### src/rtl/edabk_param_fifo.sv
// edabk_param_fifo: parametrised first-word-fall-through FIFO for the UART
// TX/RX paths. Circular buffer of 2**ADDRESS_WIDTH entries with an explicit
// occupancy counter, programmable almost-full/almost-empty thresholds and
// sticky overflow/underflow flags.
//
// Optional build macro: EDABK_FIFO_PEAK_LEVEL_EN
//   defined   -> adds output peak_level (maximum level seen since reset,
//                flush or err_clear)
//   undefined -> port and register absent, all other behaviour identical
//
// Default widths come from CFG_DATA_WIDTH / CFG_FIFO_ADDRESS_WIDTH when the
// integration defines them, otherwise 8-bit data and 4 entries.

`ifndef CFG_DATA_WIDTH
`define CFG_DATA_WIDTH 8
`endif
`ifndef CFG_FIFO_ADDRESS_WIDTH
`define CFG_FIFO_ADDRESS_WIDTH 2
`endif

module edabk_param_fifo #(
   parameter int DATA_WIDTH    = `CFG_DATA_WIDTH,
   parameter int ADDRESS_WIDTH = `CFG_FIFO_ADDRESS_WIDTH
) (
   input  logic                     clk,
   input  logic                     reset_n,
   input  logic                     write,
   input  logic                     read,
   input  logic                     flush,
   input  logic                     err_clear,
   input  logic [DATA_WIDTH-1:0]    write_data,
   input  logic [ADDRESS_WIDTH:0]   almost_full_thr,
   input  logic [ADDRESS_WIDTH:0]   almost_empty_thr,
   output logic [DATA_WIDTH-1:0]    read_data,
   output logic [ADDRESS_WIDTH:0]   level,
   output logic                     empty,
   output logic                     full,
   output logic                     almost_full,
   output logic                     almost_empty,
`ifdef EDABK_FIFO_PEAK_LEVEL_EN
   output logic [ADDRESS_WIDTH:0]   peak_level,
`endif
   output logic                     overflow,
   output logic                     underflow
);

   localparam int DEPTH = 1 << ADDRESS_WIDTH;

   // Level value that means "every entry occupied" (MSB set, rest zero).
   localparam logic [ADDRESS_WIDTH:0] LEVEL_FULL = {1'b1, {ADDRESS_WIDTH{1'b0}}};

   logic [DATA_WIDTH-1:0]    mem_q [DEPTH];
   logic [ADDRESS_WIDTH-1:0] wr_ptr_q, wr_ptr_d;
   logic [ADDRESS_WIDTH-1:0] rd_ptr_q, rd_ptr_d;
   logic [ADDRESS_WIDTH:0]   level_q,  level_d;
   logic                     overflow_q,  overflow_d;
   logic                     underflow_q, underflow_d;
   logic                     wr_en, rd_en;

   // Flags are decodes of the registered level, so an accepted push or pop
   // shows on them one cycle after the edge.
   assign empty        = (level_q == '0);
   assign full         = (level_q == LEVEL_FULL);
   assign almost_full  = (level_q >= almost_full_thr);
   assign almost_empty = (level_q <= almost_empty_thr);
   assign level        = level_q;
   assign overflow     = overflow_q;
   assign underflow    = underflow_q;

   // Fall-through head: no read latency, undefined while empty.
   assign read_data = mem_q[rd_ptr_q];

   // Accepts use the registered full/empty, so a read in the same cycle does
   // not make room for a write into a full FIFO. Flush drops both requests.
   assign wr_en = write & ~full  & ~flush;
   assign rd_en = read  & ~empty & ~flush;

   // Next-state for pointers, level and sticky error flags.
   always_comb begin
      // NOTE: every signal driven here gets a default first, so no path can
      // leave it unassigned and infer a latch.
      wr_ptr_d    = wr_ptr_q;
      rd_ptr_d    = rd_ptr_q;
      level_d     = level_q;
      overflow_d  = overflow_q;
      underflow_d = underflow_q;

      if (flush) begin
         wr_ptr_d    = '0;
         rd_ptr_d    = '0;
         level_d     = '0;
         overflow_d  = 1'b0;
         underflow_d = 1'b0;
      end else begin
         if (wr_en) wr_ptr_d = wr_ptr_q + 1'b1;
         if (rd_en) rd_ptr_d = rd_ptr_q + 1'b1;

         if (wr_en && !rd_en)      level_d = level_q + 1'b1;
         else if (rd_en && !wr_en) level_d = level_q - 1'b1;

         // A new error in the same cycle as err_clear wins.
         if (err_clear) begin
            overflow_d  = 1'b0;
            underflow_d = 1'b0;
         end
         if (write && full)  overflow_d  = 1'b1;
         if (read  && empty) underflow_d = 1'b1;
      end
   end

   // Control state register with asynchronous active-low reset.
   always_ff @(posedge clk or negedge reset_n) begin
      // NOTE: sequential state uses non-blocking assignments so every register
      // samples the pre-edge values regardless of statement order.
      if (!reset_n) begin
         wr_ptr_q    <= '0;
         rd_ptr_q    <= '0;
         level_q     <= '0;
         overflow_q  <= 1'b0;
         underflow_q <= 1'b0;
      end else begin
         wr_ptr_q    <= wr_ptr_d;
         rd_ptr_q    <= rd_ptr_d;
         level_q     <= level_d;
         overflow_q  <= overflow_d;
         underflow_q <= underflow_d;
      end
   end

   // Storage array write port.
   always_ff @(posedge clk) begin
      // NOTE: the array has no reset; the level counter already marks every
      // entry invalid, and leaving it out lets the array map to RAM.
      if (wr_en) mem_q[wr_ptr_q] <= write_data;
   end

`ifdef EDABK_FIFO_PEAK_LEVEL_EN
   logic [ADDRESS_WIDTH:0] peak_q, peak_d;

   // Peak tracks the next level; a clear still takes this cycle's level.
   always_comb begin
      peak_d = (flush || err_clear) ? '0 : peak_q;
      if (level_d > peak_d) peak_d = level_d;
   end

   // High-water-mark register.
   always_ff @(posedge clk or negedge reset_n) begin
      if (!reset_n) peak_q <= '0;
      else          peak_q <= peak_d;
   end

   assign peak_level = peak_q;
`endif

endmodule

### config.mk
export PLATFORM = sky130hd
export DESIGN_NAME = edabk_param_fifo
export DESIGN_NICKNAME = d
export VERILOG_FILES = /design/src/rtl/edabk_param_fifo.sv
export SDC_FILE = /design/constraint.sdc
export NUM_CORES = 1
export LEC_CHECK = 0
export CORE_UTILIZATION = 30
export CTS_BUF_LIST = sky130_fd_sc_hd__clkbuf_8
export CTS_CLUSTER_DIAMETER = 200
export DETAILED_ROUTE_END_ITERATION = 8
export GPL_ROUTABILITY_DRIVEN = 1
export GPL_TIMING_DRIVEN = 0
export PLACE_DENSITY = 0.53
export SKIP_CTS_REPAIR_TIMING = 1
export SYNTH_ARGS = -nofsm -noshare
export SYNTH_HDL_FRONTEND = slang
export SYNTH_SLANG_ARGS = --single-unit
### constraint.sdc
create_clock -name clk -period 2.25 [get_ports clk]
set_clock_uncertainty 0.1 [all_clocks]
set_input_delay 0.45 -clock clk [delete_from_list [all_inputs] [get_ports clk]]
set_output_delay 0.45 -clock clk [all_outputs]
set_load 0.005 [all_outputs]
Word level (Yosys, flattened, before mapping)
Memories as Yosys holds them, arrays and structs flattened.
Cells that the tools add are included.
{"block": "totals", "register_bits": 9, "latchBits": 0, "mem_bits_rw": 32, "romBits": 0, "input_bits": 20, "wordCells": 46, "n_memories": 1}
{"block": "op_classes", "addsub": 4, "multipliers": 0, "div": 0, "order_cmp": 2, "eq_ne": 1, "shifts": 0, "n_mux": 14, "bitwise_logic": 7, "n_reduce_logical": 12}
{"memory": "mem_q", "words": 4, "width": 8, "read_ports": 1, "rd_clocked_by_memory_dff": 0, "wr": 1, "line_no": "52", "rtl": "logic [DATA_WIDTH-1:0] mem_q [DEPTH];"}
{"operator": "3-bit 2-to-1 mux", "n": 3}
{"operator": "3-bit nonzero test", "n": 3}
{"operator": "2-bit 2-to-1 mux", "n": 4}
{"operator": "1-bit 2-to-1 mux", "n": 7}
{"operator": "2-bit by 1-bit adder with 2-bit output (second input constant)", "n": 2}
{"operator": "1-bit bitwise AND", "n": 4}
{"operator": "1-bit logical AND", "n": 4}
{"operator": "2-bit nonzero test", "n": 2}
{"operator": "3-bit by 1-bit adder with 3-bit output (second input constant)", "n": 1}
{"operator": "3-bit == test (second input constant)", "n": 1}
{"operator": "3-bit >= comparator", "n": 1}
{"operator": "3-bit less-or-equal comparator", "n": 1}
{"operator": "3-bit logical NOT", "n": 1}
{"operator": "1-bit NOT", "n": 3}
{"operator": "3-bit by 1-bit subtractor with 3-bit output (second input constant)", "n": 1}
{"operator": "1-bit logical NOT", "n": 2}

Longest topological paths before layout
Gate-level depths: netlist of the first run.
{"block": "depth", "ltp_word": 9, "ltp_mapped": 7, "mapped_depth_nobuf": 6}

Worst setup path before layout of the first run
No wires, ideal clock.
{"block": "synth_path", "path_type": "register to register", "from": "register level_q[1] (netlist: level[1])", "to": "register level_q[2] (netlist: level[2])", "arrival_time_ns": 1.929, "setup_slack_ns": 0.081, "stages_incl_launch_ff": 8, "n_path_buf": 1, "path_cell_list": "dfrtp_1 > buf_2 > nor3b_2 > nor4_1 > fa_1 > and3b_1 > a311oi_1 > a31oi_1"}
{"block": "synth_via", "elab_cells_between_ends": 18, "classes_between": "add/sub (2); eq/ne (1); mux (3); bitwise (6); reduce/logical (6)"}
{"item": "start: declaration", "line_no": "55", "rtl": "logic [ADDRESS_WIDTH:0] level_q, level_d;"}
{"item": "start signal: assignment", "line_no": "124", "rtl": "level_q <= level_d;"}
{"item": "3-bit == test *", "line_no": "63", "rtl": "assign full = (level_q == LEVEL_FULL);"}
{"item": "via full", "line_no": "37", "rtl": "output logic full,"}
{"item": "1-bit NOT *", "line_no": "75", "rtl": "assign wr_en = write & ~full & ~flush;"}
{"item": "1-bit bitwise AND * (2 in a row)", "line_no": "75"}
{"item": "1-bit logical AND / 1-bit logical NOT (equally long branches)", "line_no": "98, 99"}
{"item": "3-bit 2-to-1 mux / 1-bit logical AND (equally long branches)", "line_no": "98, 99"}
{"item": "3-bit 2-to-1 mux / 3-bit nonzero test (equally long branches)"}
The timed path passes the listed nets; every way through them passes the cells marked *. The select of a mux whose other input is x is not followed.
A chain may end at the register's enable or synchronous reset.

Worst setup path after layout of the first run
{"block": "layout_path", "from": "register level_q[0] (netlist: level[0])", "to": "output almost_full"}
{"block": "layout_via", "elab_chain_cells": 1}
{"item": "3-bit >= comparator", "line_no": "64", "rtl": "assign almost_full = (level_q >= almost_full_thr);"}
{"item": "end: declaration", "line_no": "38", "rtl": "output logic almost_full,"}
No other way between the ends.

==> results of run 1 <==
==> cell usage after synthesis, types with 2 or more instances <==
| cell | count |
|---|---|
| dfrtp_1 | 9 |
| nor3_1 | 2 |
| a31oi_1 | 2 |
| a21o_1 | 2 |
| nor2_1 | 7 |
| xor2_1 | 3 |
| edfxtp_1 | 32 |
| buf_2 | 4 |
| and2_1 | 4 |
| ha_1 | 10 |
| o21a_1 | 2 |
| o21ai_0 | 4 |
| a21oi_1 | 6 |
| nand2b_1 | 2 |
| nor2b_1 | 3 |
| inv_1 | 9 |
| nand3_1 | 2 |
| buf_6 | 2 |
| clkbuf_1 | 2 |
| mux4_2 | 8 |
| nand3b_1 | 5 |
==> area by class of cell <==
cell class                 instances  area, um2
buffer                             7       77.6
clock buffer                       5       68.8
clock inverter                     2       11.3
fill                             584       3630
inverter                           9       37.5
multi-input combinational         77        774
sequential                        41       1190
tap                               77       96.3
timing repair buffer              46        463
==> cells by family after synthesis <==
kind of cell | share of synthesized area [%]
and+or+nand+nor | 9.60
adders and majority gates | 7.32
xor gates and xnor gates | 1.33
buffers and inverters | 4.23
DFF | 59.8
muxes | 9.60
AOI/OAI and AO/OA | 8.08
==> state kept, by name, summed over array words and instances, names as in the netlist <==
signal     cells
underflow      1
wr_ptr_q       2
rd_ptr_q       2
overflow       1
level          3
mem_q         32
==> stage by stage <==
stage                     util (%)  setup WS [ps]  setup TNS, ps  power [mW]
after floorplan                  -           81.1              0        1.15
after global placement        38.4           -478          -5230        1.35
after detailed placement      38.4           -541          -7110        1.36
after CTS                     39.7           -529          -3970        1.81
after global routing          42.8           -137           -290        1.97
final                         42.8          -64.7          -72.8        1.87
==> worst max-delay path: stages, from the launching register on <==
cell	delay, ps
dfrtp_1	370
buf_6	130
clkinvlp_4	100
ha_1	290
nand2b_4	140
a21o_1	160
a21o_1	160
dlymetal6s2s_1	140
==> routing by layer <==
metal / GRT usage (%) / vias up / part of all wire, %
met5: 0 / - / 0
met1: 14.8 / 635 / 44
met3: 2.58 / 4 / 4.2
met2: 20.0 / 42 / 51
li1: - / 607 / -
met4: 3.76 / 0 / 0.66
==> power by group through the flow <==
stage               Clock, mW  Sequential (mW)  Combinational [mW]
floorplan                   0            0.889               0.260
global placement            0            0.892               0.453
detailed placement          0            0.894               0.468
CTS                     0.462            0.878               0.470
global route            0.489            0.895               0.590
finish                  0.442            0.889               0.540
==> path summary, 6_finish.rpt <==
kind / cells after the start / endpoint / start
worst max-delay path: 7 / almost_full / level[0]$_DFFE_PN0P_
worst min-delay path: 1 / underflow$_DFFE_PN0P_ / reset_n
worst max register to register: 8 / level[1]$_DFFE_PN0P_ / level[0]$_DFFE_PN0P_
worst min register to register: 2 / wr_ptr_q[1]$_DFFE_PN0P_ / wr_ptr_q[1]$_DFFE_PN0P_
max in group asynchronous: 1 / rd_ptr_q[1]$_DFFE_PN0P_ / reset_n
min in group clk: 2 / wr_ptr_q[1]$_DFFE_PN0P_ / wr_ptr_q[1]$_DFFE_PN0P_
==> placed cells by master (no fill, tap or decap), types with 2 or more instances in the layout <==
| cell type | n |
|---|---|
| ha_1 | 9 |
| nor2b_1 | 3 |
| xor2_1 | 3 |
| clkbuf_8 | 5 |
| clkdlybuf4s50_1 | 22 |
| o21ai_0 | 3 |
| clkinvlp_4 | 2 |
| dlymetal6s2s_1 | 13 |
| nand3_1 | 2 |
| a21o_1 | 2 |
| dfrtp_2 | 3 |
| nand3b_1 | 5 |
| nor2_1 | 7 |
| buf_6 | 4 |
| buf_4 | 11 |
| dfrtp_1 | 6 |
| mux4_2 | 8 |
| edfxtp_1 | 32 |
| a21oi_1 | 6 |
| and2_1 | 4 |
| buf_2 | 2 |
| a31oi_1 | 2 |
| inv_1 | 8 |
==> flow_metrics.py, run 1 <==
metrics = {
    "drt": {
        "first_iter_violations": 37,
        "route.detailed.drc": 0,
        "dr.pass1.iters": 4,
        "post_drt_wl_per_cell_um": 15.4,
        "drtAntennaViolNets": 0,
        "finalWirelength_um": 4060,
        "vias": 1288,
        "via_per_inst": 4.88,
    },
    "run": {
        "max_cap_violations": 0,
    },
    "cts": {
        "clkTransAtPathRegs_ps": 70,
        "cts_tree": "done",
        "numCtsBuffers": 5,
        "root_buffer": "clkbuf_8",
        "clkLatencyLatePin_ps": 280,
        "cts.sinks": 41,
        "clockBufferDepth": 2,
        "h-tree-depth": 2,
    },
    "power": {
        "clkPwrFrac_pct": 23.6,
        "max-vdd-ir-drop_mv": 0.308,
        "combPwrFrac_pct": 28.9,
        "power_density_mw_per_mm2": 688,
        "p_seq_share_pct": 47.5,
        "p_leak_nw": 1.11,
        "p_int_mw": 1.39,
        "swShare_pct": 25.9,
        "power.net_switching_mw": 0.485,
    },
    "timing": {
        "setup_viol": 2,
        "rsz0062_at_grt": "yes",
        "hold_viol": 0,
        "fmax_mhz": 432,
        "holdWs_ps": 387,
        "maxSlewHeadroom_pct": 68.6,
        "worst_pin_slew_ps": 469,
        "period_minus_slack_ps": 2310,
        "final.period_utilization_pct": 103,
        "slew_viol_final": 0,
        "setup_ws_ps": -64.7,
    },
    "floorplanning": {
        "die-area_mm2": 0.00694,
        "rows": 29,
        "die_height_um": 83.3,
        "fp.dieW_um": 83.3,
        "start_util_pct": 31.2,
        "pin_count": 37,
        "coreArea_mm2": 0.00635,
    },
    "worst_setup_path": {
        "arrival_ps": 1760,
        "startpoint_type": "register",
        "cp_max_fo": 4,
        "end_kind": "primary output",
        "r2r_setup_slack_ps": -10,
        "worstSetupPathType": "reg2out",
        "cp.required_ps": 1700,
    },
    "placed_design": {
        "place_inst": 248,
        "place.gp.congestion": 0.785,
        "port_buffers": 36,
        "post_dp_cell_area_mm2": 0.00244,
        "dp_hpwl_um": 2650,
    },
    "synth": {
        "yosysWarnings": 0,
        "async_reset_ff_share_pct": 22.0,
        "synth.largest_area_cell": "edfxtp_1",
        "synth.distinct_cells": 36,
        "synth_area_mm2": 0.00198,
        "synthFlopType": "edfxtp_1",
        "synthesis.nets": 166,
        "syn-instance-count": 135,
        "ys_ff_latch": 41,
        "avgSynthCellArea_um2": 14.7,
        "yosysSeqAreaShare_pct": 59.8,
        "synth_edf_count": 32,
        "synthTopCellsByArea": "edfxtp_1, dfrtp_1, mux4_2, ha_1, nand3b_1",
        "netlist.area_leader.share_pct": 48.5,
    },
    "global_routing": {
        "grt_pass1_vias": 1329,
        "grt_pass1_wl_um": 6340,
        "grt.overflow.total": 0,
        "antenna_found_initial": 0,
        "grt_max_degree": 13,
        "grt_usage_pct": 11.7,
    },
    "outcome": {
        "status": "complete, but fails checks",
        "violations": "negative setup slack",
    },
    "final_layout": {
        "final_area_mm2": 0.00272,
        "areaGrowthSynthToFinish_pct": 37.2,
        "antenna_cells": 0,
        "finalNonFillerCells": 264,
        "drive_above_1_share_pct": 24.6,
        "nets": 218,
    },
    "hold_path": {
        "hold_class": "in2async",
    },
}
Note: power is estimated with default switching activity, not from simulation.
==> run 2, diff against run 1 <==
--- a/config.mk
+++ b/config.mk
@@ -6,5 +6,5 @@
 export NUM_CORES = 1
 export LEC_CHECK = 0
-export CORE_UTILIZATION = 30
+export CORE_UTILIZATION = 54
 export CTS_BUF_LIST = sky130_fd_sc_hd__clkbuf_8
 export CTS_CLUSTER_DIAMETER = 200
@@ -12,5 +12,5 @@
 export GPL_ROUTABILITY_DRIVEN = 1
 export GPL_TIMING_DRIVEN = 0
-export PLACE_DENSITY = 0.53
+export PLACE_DENSITY = 0.84
 export SKIP_CTS_REPAIR_TIMING = 1
 export SYNTH_ARGS = -nofsm -noshare
==> constraint.sdc (replaced) <==
create_clock -name clk -period 2.25 [get_ports clk]
set_clock_uncertainty 0.1 [all_clocks]
set_input_delay 0.45 -clock clk [delete_from_list [all_inputs] [get_ports clk]]
set_output_delay 0.45 -clock clk [all_outputs]
set_load 0.05 [all_outputs]
==> flow_metrics.py, run 2 (synthesis results as in run 1) <==
metrics = {
    "timing": {
        "maxSlewHeadroom_pct": 65.9,
        "worst_pin_slew_ps": 510,
        "hold_viol": 0,
        "setup_viol": 3,
        "slew_viol_final": 0,
        "setup_ws_ps": -145,
        "final.period_utilization_pct": 106,
        "fmax_mhz": 418,
        "rsz0062_at_grt": "yes",
        "period_minus_slack_ps": 2390,
        "holdWs_ps": 355,
        "setup_tns_ps": -228,
    },
    "worst_setup_path": {
        "cp_top_family": "buffers and inverters",
        "cp.required_ps": 1700,
        "arrival_ps": 1840,
        "worstRegToRegCells": 7,
        "path_cells": "buf_8 > clkinvlp_4 > ha_4 > nand2b_4 > a21o_1 > a21o_1 > buf_6",
        "path_depth": 7,
        "cp_max_fo": 6,
        "crit_slowest_cell": "dfrtp_2",
        "end_kind": "primary output",
        "critPathMaxStageDelay_ps": 380,
        "startpoint_type": "register",
        "critPathMostFrequentCell": "a21o_1",
        "path_buf_inv": 3,
        "worstSetupPathType": "reg2out",
    },
    "cts": {
        "clockBufferDepth": 2,
        "cts.sinks": 41,
        "numCtsBuffers": 5,
        "clkLatencyLatePin_ps": 300,
        "root_buffer": "clkbuf_8",
        "h-tree-depth": 2,
        "clkTransAtPathRegs_ps": 80,
        "cts_tree": "done",
    },
    "global_routing": {
        "grt_usage_pct": 22.8,
        "grt_max_degree": 15,
        "grt_pass1_wl_um": 6440,
        "grt_pass1_vias": 1344,
        "antenna_found_initial": 0,
        "grt.overflow.total": 0,
    },
    "final_layout": {
        "largest_reg_flops": 32,
        "largest-register": "mem_q",
        "antenna_cells": 0,
        "final_common_cell": "edfxtp_1",
        "areaGrowthSynthToFinish_pct": 34.5,
        "fin_util_pct": 78.1,
        "nets": 215,
        "layout_common_cells": "edfxtp_1, clkdlybuf4s50_1, mux4_2, clkbuf_2",
        "drive_above_1_share_pct": 33.0,
    },
    "floorplanning": {
        "start_util_pct": 58.0,
        "fp.dieW_um": 62.6,
        "die_height_um": 62.6,
        "rows": 21,
        "die-area_mm2": 0.00392,
        "coreArea_mm2": 0.00342,
        "pin_count": 37,
    },
    "drt": {
        "via_per_inst": 5.63,
        "first_iter_violations": 83,
        "finalWirelength_um": 4230,
        "drtAntennaViolNets": 0,
        "vias": 1300,
        "route.detailed.drc": 0,
        "post_drt_wl_per_cell_um": 18.3,
        "dr.pass1.iters": 4,
    },
    "power": {
        "max-vdd-ir-drop_mv": 0.465,
        "p_leak_nw": 1.03,
        "finalPower_mw": 2.32,
        "power_density_mw_per_mm2": 871,
    },
    "placed_design": {
        "port_buffers": 36,
        "post-place-ws_ps": -815,
        "place.gp.congestion": 0.818,
        "dp_hpwl_um": 2920,
    },
    "hold_path": {
        "hold_class": "in2async",
    },
    "run": {
        "max_cap_violations": 0,
    },
    "outcome": {
        "status": "complete, but fails checks",
        "violations": "negative setup slack",
    },
}
-- run 2: cell count changes in the layout (fill, tap and decap cells not counted), sizes merged --
cell / previous run / this run
buf: 18 / 17
clkdlybuf4s50: 22 / 21
inv: 8 / 9
clkinv: 1 / 0
clkinvlp: 2 / 1
bufinv: 0 / 2
clkbuf: 5 / 14
dlymetal6s2s: 13 / 3
-- run 2: final timing paths --
kind,from,to,slack (ps)
max in group asynchronous,reset_n,level[2]$_DFFE_PN0P_,1360
min in group clk,wr_ptr_q[1]$_DFFE_PN0P_,wr_ptr_q[1]$_DFFE_PN0P_,510
max reg2reg,level[0]$_DFFE_PN0P_,level[1]$_DFFE_PN0P_,10
min,reset_n,overflow$_DFFE_PN0P_,350
max,level[0]$_DFFE_PN0P_,almost_full,-140
min reg2reg,wr_ptr_q[1]$_DFFE_PN0P_,wr_ptr_q[1]$_DFFE_PN0P_,510
-- run 2: worst reg2reg max path, delay by kind of cell, from the launching register on --
kind / cells / cell delay [ps]
AO/OA/AOI/OAI: 3 / 660
adder cells (fa/ha/maj): 1 / 530
buffers and inverters: 2 / 270
flip-flops: 1 / 420
AND/OR/NAND/NOR: 1 / 190
-- run 2: final cells by class --
type	instances	area [um2]
timing repair buffer	43	379
buffer	7	66.3
clock buffer	5	68.8
clock inverter	3	68.8
sequential	41	1190
tap	46	57.6
fill	215	749
multi-input combinational	77	798
inverter	9	37.5
-- run 2: power by group --
group	switching (mW)	internal (mW)	leakage, nW	total [mW]
logic	0.427	0.294	0.550	0.721
clock network	0.266	0.446	0.0687	0.713
registers	0.0298	0.858	0.407	0.888
-- run 2: per-stage QoR --
step,instance area (um2),cells
3_3_place_gp,2430,217
3_5_place_dp,2430,217
5_1_grt,2670,231
6_report,2670,231
4_1_cts,2570,225
2_1_floorplan,2020,135
-- run 2: metal layers --
metal,wire [um],global-route usage [%],up-vias
met2,2310,41.3,31
li1,-,-,612
met3,207,6.20,7
met1,1650,24.8,650
met5,0,0,-
met4,63,9.59,0
==> run 3, diff against run 2 <==
HOLD_SLACK_MARGIN = 0.06   (was default)
==> results of run 3 <==
No change in the layout: final DEF, timing and power equal those of run 2.
